File: src/rtl/lapido_pkg.sv
// Lapido shared types for the memory stage.
// State encoding, datapath widths, default timeout.
package lapido_pkg;
  localparam int DATA_W      = 32;
  localparam int REG_W       = 4;
  localparam int TIMEOUT_DEF = 64;

  typedef enum logic {
    S_IDLE = 1'b0,
    S_WAIT = 1'b1
  } state_t;
endpackage

File: src/rtl/mem_wb_reg.sv
// MEM/WB pipeline register; i_bubble forces o_rw=0.
// Ports: clock, reset, i_bubble, i_{alu,rdata,m2r,rd,rw}, o_*.
module mem_wb_reg
  import lapido_pkg::*;
(
  input  logic              clock,
  input  logic              reset,
  input  logic              i_bubble,
  input  logic [DATA_W-1:0] i_alu,
  input  logic [DATA_W-1:0] i_rdata,
  input  logic              i_m2r,
  input  logic [REG_W-1:0]  i_rd,
  input  logic              i_rw,
  output logic [DATA_W-1:0] o_alu,
  output logic [DATA_W-1:0] o_rdata,
  output logic              o_m2r,
  output logic [REG_W-1:0]  o_rd,
  output logic              o_rw
);
  logic [DATA_W-1:0] r_alu;
  logic [DATA_W-1:0] r_rdata;
  logic              r_m2r;
  logic [REG_W-1:0]  r_rd;
  logic              r_rw;

  always_ff @(posedge clock) begin
    if (reset) begin
      r_alu   <= '0;
      r_rdata <= '0;
      r_m2r   <= 1'b0;
      r_rd    <= '0;
      r_rw    <= 1'b0;
    end else begin
      r_alu   <= i_alu;
      r_rdata <= i_rdata;
      r_m2r   <= i_m2r;
      r_rd    <= i_rd;
      r_rw    <= i_rw & ~i_bubble;
    end
  end

  assign o_alu   = r_alu;
  assign o_rdata = r_rdata;
  assign o_m2r   = r_m2r;
  assign o_rd    = r_rd;
  assign o_rw    = r_rw;
endmodule

File: src/rtl/mem_stage.sv
// Lapido memory stage: req/ready dmem handshake, upstream stall, MEM/WB.
// Ports: clock/reset, EX/MEM *_in, dmem_*, MEM/WB outs, stall, memError.
// Optional MEM_TIMEOUT_EN: abort WAIT after TIMEOUT_CYCLES, set memError.
module mem_stage
  import lapido_pkg::*;
#(
  parameter int ADDR_WIDTH     = 16,
  parameter int TIMEOUT_CYCLES = TIMEOUT_DEF
) (
  input  logic                  clock,
  input  logic                  reset,
  input  logic [DATA_W-1:0]     ALUResult_in,
  input  logic                  memRead_in,
  input  logic                  memWrite_in,
  input  logic                  memToReg_in,
  input  logic [DATA_W-1:0]     registerFileDataB_in,
  input  logic [REG_W-1:0]      registerFileWrite_in,
  input  logic                  regWrite_in,
  output logic                  stall,
  output logic                  dmem_req,
  output logic                  dmem_we,
  output logic [ADDR_WIDTH-1:0] dmem_addr,
  output logic [DATA_W-1:0]     dmem_wdata,
  input  logic [DATA_W-1:0]     dmem_rdata,
  input  logic                  dmem_ready,
  output logic [DATA_W-1:0]     memReadData,
  output logic [DATA_W-1:0]     ALUResult,
  output logic                  memToReg,
  output logic [REG_W-1:0]      registerFileWrite,
  output logic                  regWrite,
  output logic                  memError
);
  state_t            r_state;
  state_t            w_next;
  logic [DATA_W-1:0] r_alu;
  logic [DATA_W-1:0] r_wdata;
  logic              r_we;
  logic [REG_W-1:0]  r_rd;
  logic              r_rw;
  logic              r_m2r;

  logic              w_acc;
  logic              w_tmo;
  logic              w_stall;
  logic              w_bubble;
  logic              w_capture;
  logic [DATA_W-1:0] w_wb_alu;
  logic [DATA_W-1:0] w_wb_rdata;
  logic              w_wb_m2r;
  logic [REG_W-1:0]  w_wb_rd;
  logic              w_wb_rw;

  assign w_acc = memRead_in | memWrite_in;

  always_ff @(posedge clock) begin
    if (reset) r_state <= S_IDLE;
    else       r_state <= w_next;
  end

  always_ff @(posedge clock) begin
    if (reset) begin
      r_alu   <= '0;
      r_wdata <= '0;
      r_we    <= 1'b0;
      r_rd    <= '0;
      r_rw    <= 1'b0;
      r_m2r   <= 1'b0;
    end else if (w_capture) begin
      r_alu   <= ALUResult_in;
      r_wdata <= registerFileDataB_in;
      r_we    <= memWrite_in;
      r_rd    <= registerFileWrite_in;
      r_rw    <= regWrite_in;
      r_m2r   <= memToReg_in;
    end
  end

  always_comb begin
    w_next     = r_state;
    w_stall    = 1'b0;
    w_bubble   = 1'b1;
    w_capture  = 1'b0;
    w_wb_alu   = ALUResult_in;
    w_wb_m2r   = memToReg_in;
    w_wb_rd    = registerFileWrite_in;
    w_wb_rw    = regWrite_in;
    w_wb_rdata = '0;
    unique case (r_state)
      S_IDLE: begin
        if (w_acc) begin
          w_stall   = 1'b1;
          w_capture = 1'b1;
          w_next    = S_WAIT;
        end else begin
          w_bubble = 1'b0;
        end
      end
      S_WAIT: begin
        w_wb_alu = r_alu;
        w_wb_m2r = r_m2r;
        w_wb_rd  = r_rd;
        w_wb_rw  = r_rw;
        // ready beats a coincident timeout
        if (dmem_ready) begin
          w_bubble   = 1'b0;
          w_wb_rdata = r_we ? '0 : dmem_rdata;
          w_next     = S_IDLE;
        end else if (w_tmo) begin
          w_next = S_IDLE;
        end else begin
          w_stall = 1'b1;
        end
      end
    endcase
  end

`ifdef MEM_TIMEOUT_EN
  localparam int CNT_W = $clog2(TIMEOUT_CYCLES + 1);
  logic [CNT_W-1:0] r_cnt;
  logic             r_err;

  always_ff @(posedge clock) begin
    if (reset) begin
      r_cnt <= '0;
      r_err <= 1'b0;
    end else begin
      if (w_capture)
        r_cnt <= '0;
      else if (r_state == S_WAIT && !dmem_ready)
        r_cnt <= r_cnt + 1'b1;
      if (w_tmo)
        r_err <= 1'b1;
    end
  end

  // r_cnt counts earlier idle WAIT cycles; this one is the last allowed
  assign w_tmo = (r_state == S_WAIT) && !dmem_ready &&
                 (r_cnt == CNT_W'(TIMEOUT_CYCLES - 1));
  assign memError = r_err;
`else
  logic w_unused_tmo;
  assign w_unused_tmo = (TIMEOUT_CYCLES < 1);
  assign w_tmo    = 1'b0;
  assign memError = 1'b0;
`endif

  assign stall      = w_stall & ~reset;
  assign dmem_req   = (r_state == S_WAIT);
  assign dmem_we    = r_we;
  assign dmem_addr  = r_alu[ADDR_WIDTH-1:0];
  assign dmem_wdata = r_wdata;

  mem_wb_reg u_mem_wb (
    .clock   (clock),
    .reset   (reset),
    .i_bubble(w_bubble),
    .i_alu   (w_wb_alu),
    .i_rdata (w_wb_rdata),
    .i_m2r   (w_wb_m2r),
    .i_rd    (w_wb_rd),
    .i_rw    (w_wb_rw),
    .o_alu   (ALUResult),
    .o_rdata (memReadData),
    .o_m2r   (memToReg),
    .o_rd    (registerFileWrite),
    .o_rw    (regWrite)
  );
endmodule

File: config.mk
export PLATFORM = sky130hd
export DESIGN_NAME = mem_stage
export DESIGN_NICKNAME = d
export VERILOG_FILES = /design/src/rtl/lapido_pkg.sv /design/src/rtl/mem_wb_reg.sv /design/src/rtl/mem_stage.sv
export SDC_FILE = /design/constraint.sdc
export NUM_CORES = 1
export LEC_CHECK = 0
export ABC_AREA = 0
export BUFFER_PORTS_ARGS = -buffer_cell sky130_fd_sc_hd__buf_4
export CAP_MARGIN = 10
export CORE_AREA = 2 2 110 122
export CTS_BUF_LIST = sky130_fd_sc_hd__clkbuf_8 sky130_fd_sc_hd__clkbuf_16
export CTS_CLUSTER_SIZE = 28
export DETAILED_ROUTE_END_ITERATION = 6
export DIE_AREA = 0 0 112 124
export PLACE_DENSITY = 0.71
export SETUP_SLACK_MARGIN = 0.1
export SLEW_MARGIN = 20
export SYNTH_ARGS = -nofsm -noshare
export SYNTH_HDL_FRONTEND = slang
export SYNTH_HIERARCHICAL = 1
export SYNTH_SLANG_ARGS = --single-unit
export TNS_END_PERCENT = 30
File: constraint.sdc
create_clock -name clock -period 1.2 [get_ports clock]
set_input_delay 0.18 -clock clock [delete_from_list [all_inputs] [get_ports clock]]
set_output_delay 0.18 -clock clock [all_outputs]
set_load 0.05 [all_outputs]
==> results.txt <==
classification of the worst setup path: flop to primary output
total die area: 13900 µm²
RSZ-0062 raised after global routing: yes
achievable frequency: 670 MHz
CTS sink cnt: 142
area grow syn2layout: 72.6%
synthesized cell area: 5230 µm²
Cell Rows: 43
crit-path leading delay family: flip-flops
VDD IR-drop max: 1110 µV
# setup viols final: 106
Via density: 4.82
# diodes: 0
placed cell area: 7010 µm²
slowest stage delay, CP: 0.36 ns
Required @ worst endpoint: 1.02 ns
Crit path arrival time: 1.31 ns
Die X: 112 µm
LEAKAGE: 0.00397 µW
antenna-violating nets left: 0
share of cells above drive strength 1: 54.6%
# port buffers: 227
largest net degree at the start of global routing: 68
status: finished with violations
Die H: 124 µm
failing checks: setup timing
Hold Violations, Final: 0
Worst Setup End Kind: primary output
Clk Latency, worst-skew pair: 0.41 ns
Seq cells post-synth: 142
Yosys warnings: 6
core box area: 12600 µm²
final setup margin: -0.293 ns
Syn Area/Cell: 9.35 µm²
clock tree from TritonCTS: done
Hold Crit Class: primary input to flop
via count: 4700
antenna violations before repair: 0
Final Max Slew Viols: 0
DRT Pass-1 Iters: 5
PD cells: 1510 nW/µm²
most frequent cells in the layout: buf_4, nand2_1, dfxtp_1
Top Ports: 229
first-pass GRT wire length: 22.1 mm
Post-Route WL: 15.8 mm
syn nets: 666
Max stage delay cell, worst path: dfxtp_4
crit path cell chain: o31a_1 -> nor2b_4 -> buf_8
CP Launch Type: flop
Routed WL per cell: 16.2 µm
design area: 9020 µm²
GRT Overall Usage: 20.2%
Final Cycle Share: 124%
cell count after synthesis: 559
Initial Util: 41.5%
Tmin final: 1.49 ns
Final Core Density: 71.6%
max cap viols: 0
Final HPWL DP: 9.43 mm
total global routing overflow: 0
CP bufs+invs: 1
Clock transition at path regs: 0.06 ns
Layout Skew: 0.00813 ns
nets: 912
CTS max path bufs: 2
post-place setup slack: -0.0214 ns
worst-path fanout max: 5
commonest non-fill, non-tap cell in the layout: buf_4
H-tree depth: 4
drc violations: 0
DRC violation total after the first TritonRoute iteration: 224
register area share after synthesis: 54.4%
CTS Buf Count: 17
post-synth cell types: 20
Placer Congestion: 0.868
root buf cell: clkbuf_16
vias in the first global route: 4444
-- metal layers --
metal	track usage (%)	share of wire [%]	vias up
met3	7.98	8.9	34
li1	-	-	2251
met2	35.5	51	211
met5	0	0	-
met1	21.7	38	2204
met4	8.99	2.5	0
-- synth_stat cells (all sizes together) --
cell	count	share of area, %
and2	32	3.8
o21bai	1	0.22
nor3b	1	0.14
o21ba	1	0.31
dfxtp	142	54
conb	1	0.072
buf	47	6.3
o21ai	1	0.096
nor2	1	0.072
nand2b	1	0.12
nor2b	71	8.5
a21oi	71	6.8
nand2	141	10
mux2	38	8.2
inv	1	0.072
clkbuf	8	0.57
o31a	1	0.17
-- kinds of logic (layout without fill, tap and decap cells) --
kind of cell / Yosys count / in the layout / synth area share, %
AOI/OAI and AO/OA: 75 / 75 / 7.59
other: 1 / 1 / 0.0718
and+or+nand+nor: 247 / 247 / 22.8
buffers and inverters: 56 / 315 / 6.94
DFF: 142 / 142 / 54.4
muxes: 38 / 38 / 8.19
-- final cells by class --
type | count | area (µm²)
Clock buffer | 17 | 425
Clock inverter | 15 | 180
Fill cell | 860 | 3570
Inverter | 1 | 3.75
Multi-Input combinational cell | 361 | 2280
Sequential cell | 142 | 2890
Tap cell | 157 | 196
Timing Repair Buffer | 282 | 3040
-- report_power, final --
group | leakage (µW) | total [µW] | internal, µW | switching (µW)
registers | 0.00118 | 5200 | 5020 | 187
logic | 0.00248 | 3090 | 1440 | 1650
clock network | 0.000306 | 5330 | 3430 | 1900
total | 0.00397 | 13600 | 9900 | 3740
-- worst reg2reg max path: stages, from the launching register on --
cell and delay [ns]:
dfxtp_4 0.37, buf_4 0.15, buf_12 0.12, buf_12 0.12, mux2_2 0.35, nor2b_1 0.13
-- sequential cells by signal (all words and copies together), names as in the netlist --
name,cells
dmem_wdata,32
r_alu,32
u_mem_wb/o_alu,32
u_mem_wb/o_rdata,32
r_rd,4
u_mem_wb/o_rd,4
dmem_req,1
dmem_we,1
r_m2r,1
r_rw,1
u_mem_wb/o_m2r,1
u_mem_wb/o_rw,1
-- final timing paths --
check	slack, ns	start	cells past startpoint	endpoint
worst max-delay path	-0.29	dmem_req$_SDFF_PP0_	3	stall
worst min-delay path	0.02	ALUResult_in[4]	3	r_alu[4]$_SDFFE_PP0P_
worst max register to register	-0.17	dmem_req$_SDFF_PP0_	5	u_mem_wb/o_alu[8]$_SDFF_PP0_
worst min register to register	0.45	r_rw$_SDFFE_PP0P_	2	r_rw$_SDFFE_PP0P_
-- per-stage QoR --
| stage | TNS [ns] | hold slack, ns | total power (µW) | cells |
|---|---|---|---|---|
| 6_report | -11.69 | 0.0151 | 13600 | 975 |
| 5_1_grt | -15.57 | 0.00740 | 14100 | 975 |
| 4_1_cts | -4.96 | 0.000533 | 13400 | 961 |
| 3_5_place_dp | -0.0496 | 0.436 | 7650 | 902 |
| 3_3_place_gp | 0 | 0.427 | 7600 | 902 |
| 2_1_floorplan | -3.49 | 0.316 | 6840 | 559 |
-- repair_timing --
item	in CTS	in global routing
pin swaps	1	10
gates cloned	2	7
buffers inserted	18	6
setup endpoints to repair	217	234
hold buffers	7	1
resized for setup	170	96
endpoints found under the hold margin	7	1
No activity file was read; power rests on OpenSTA's default activity.
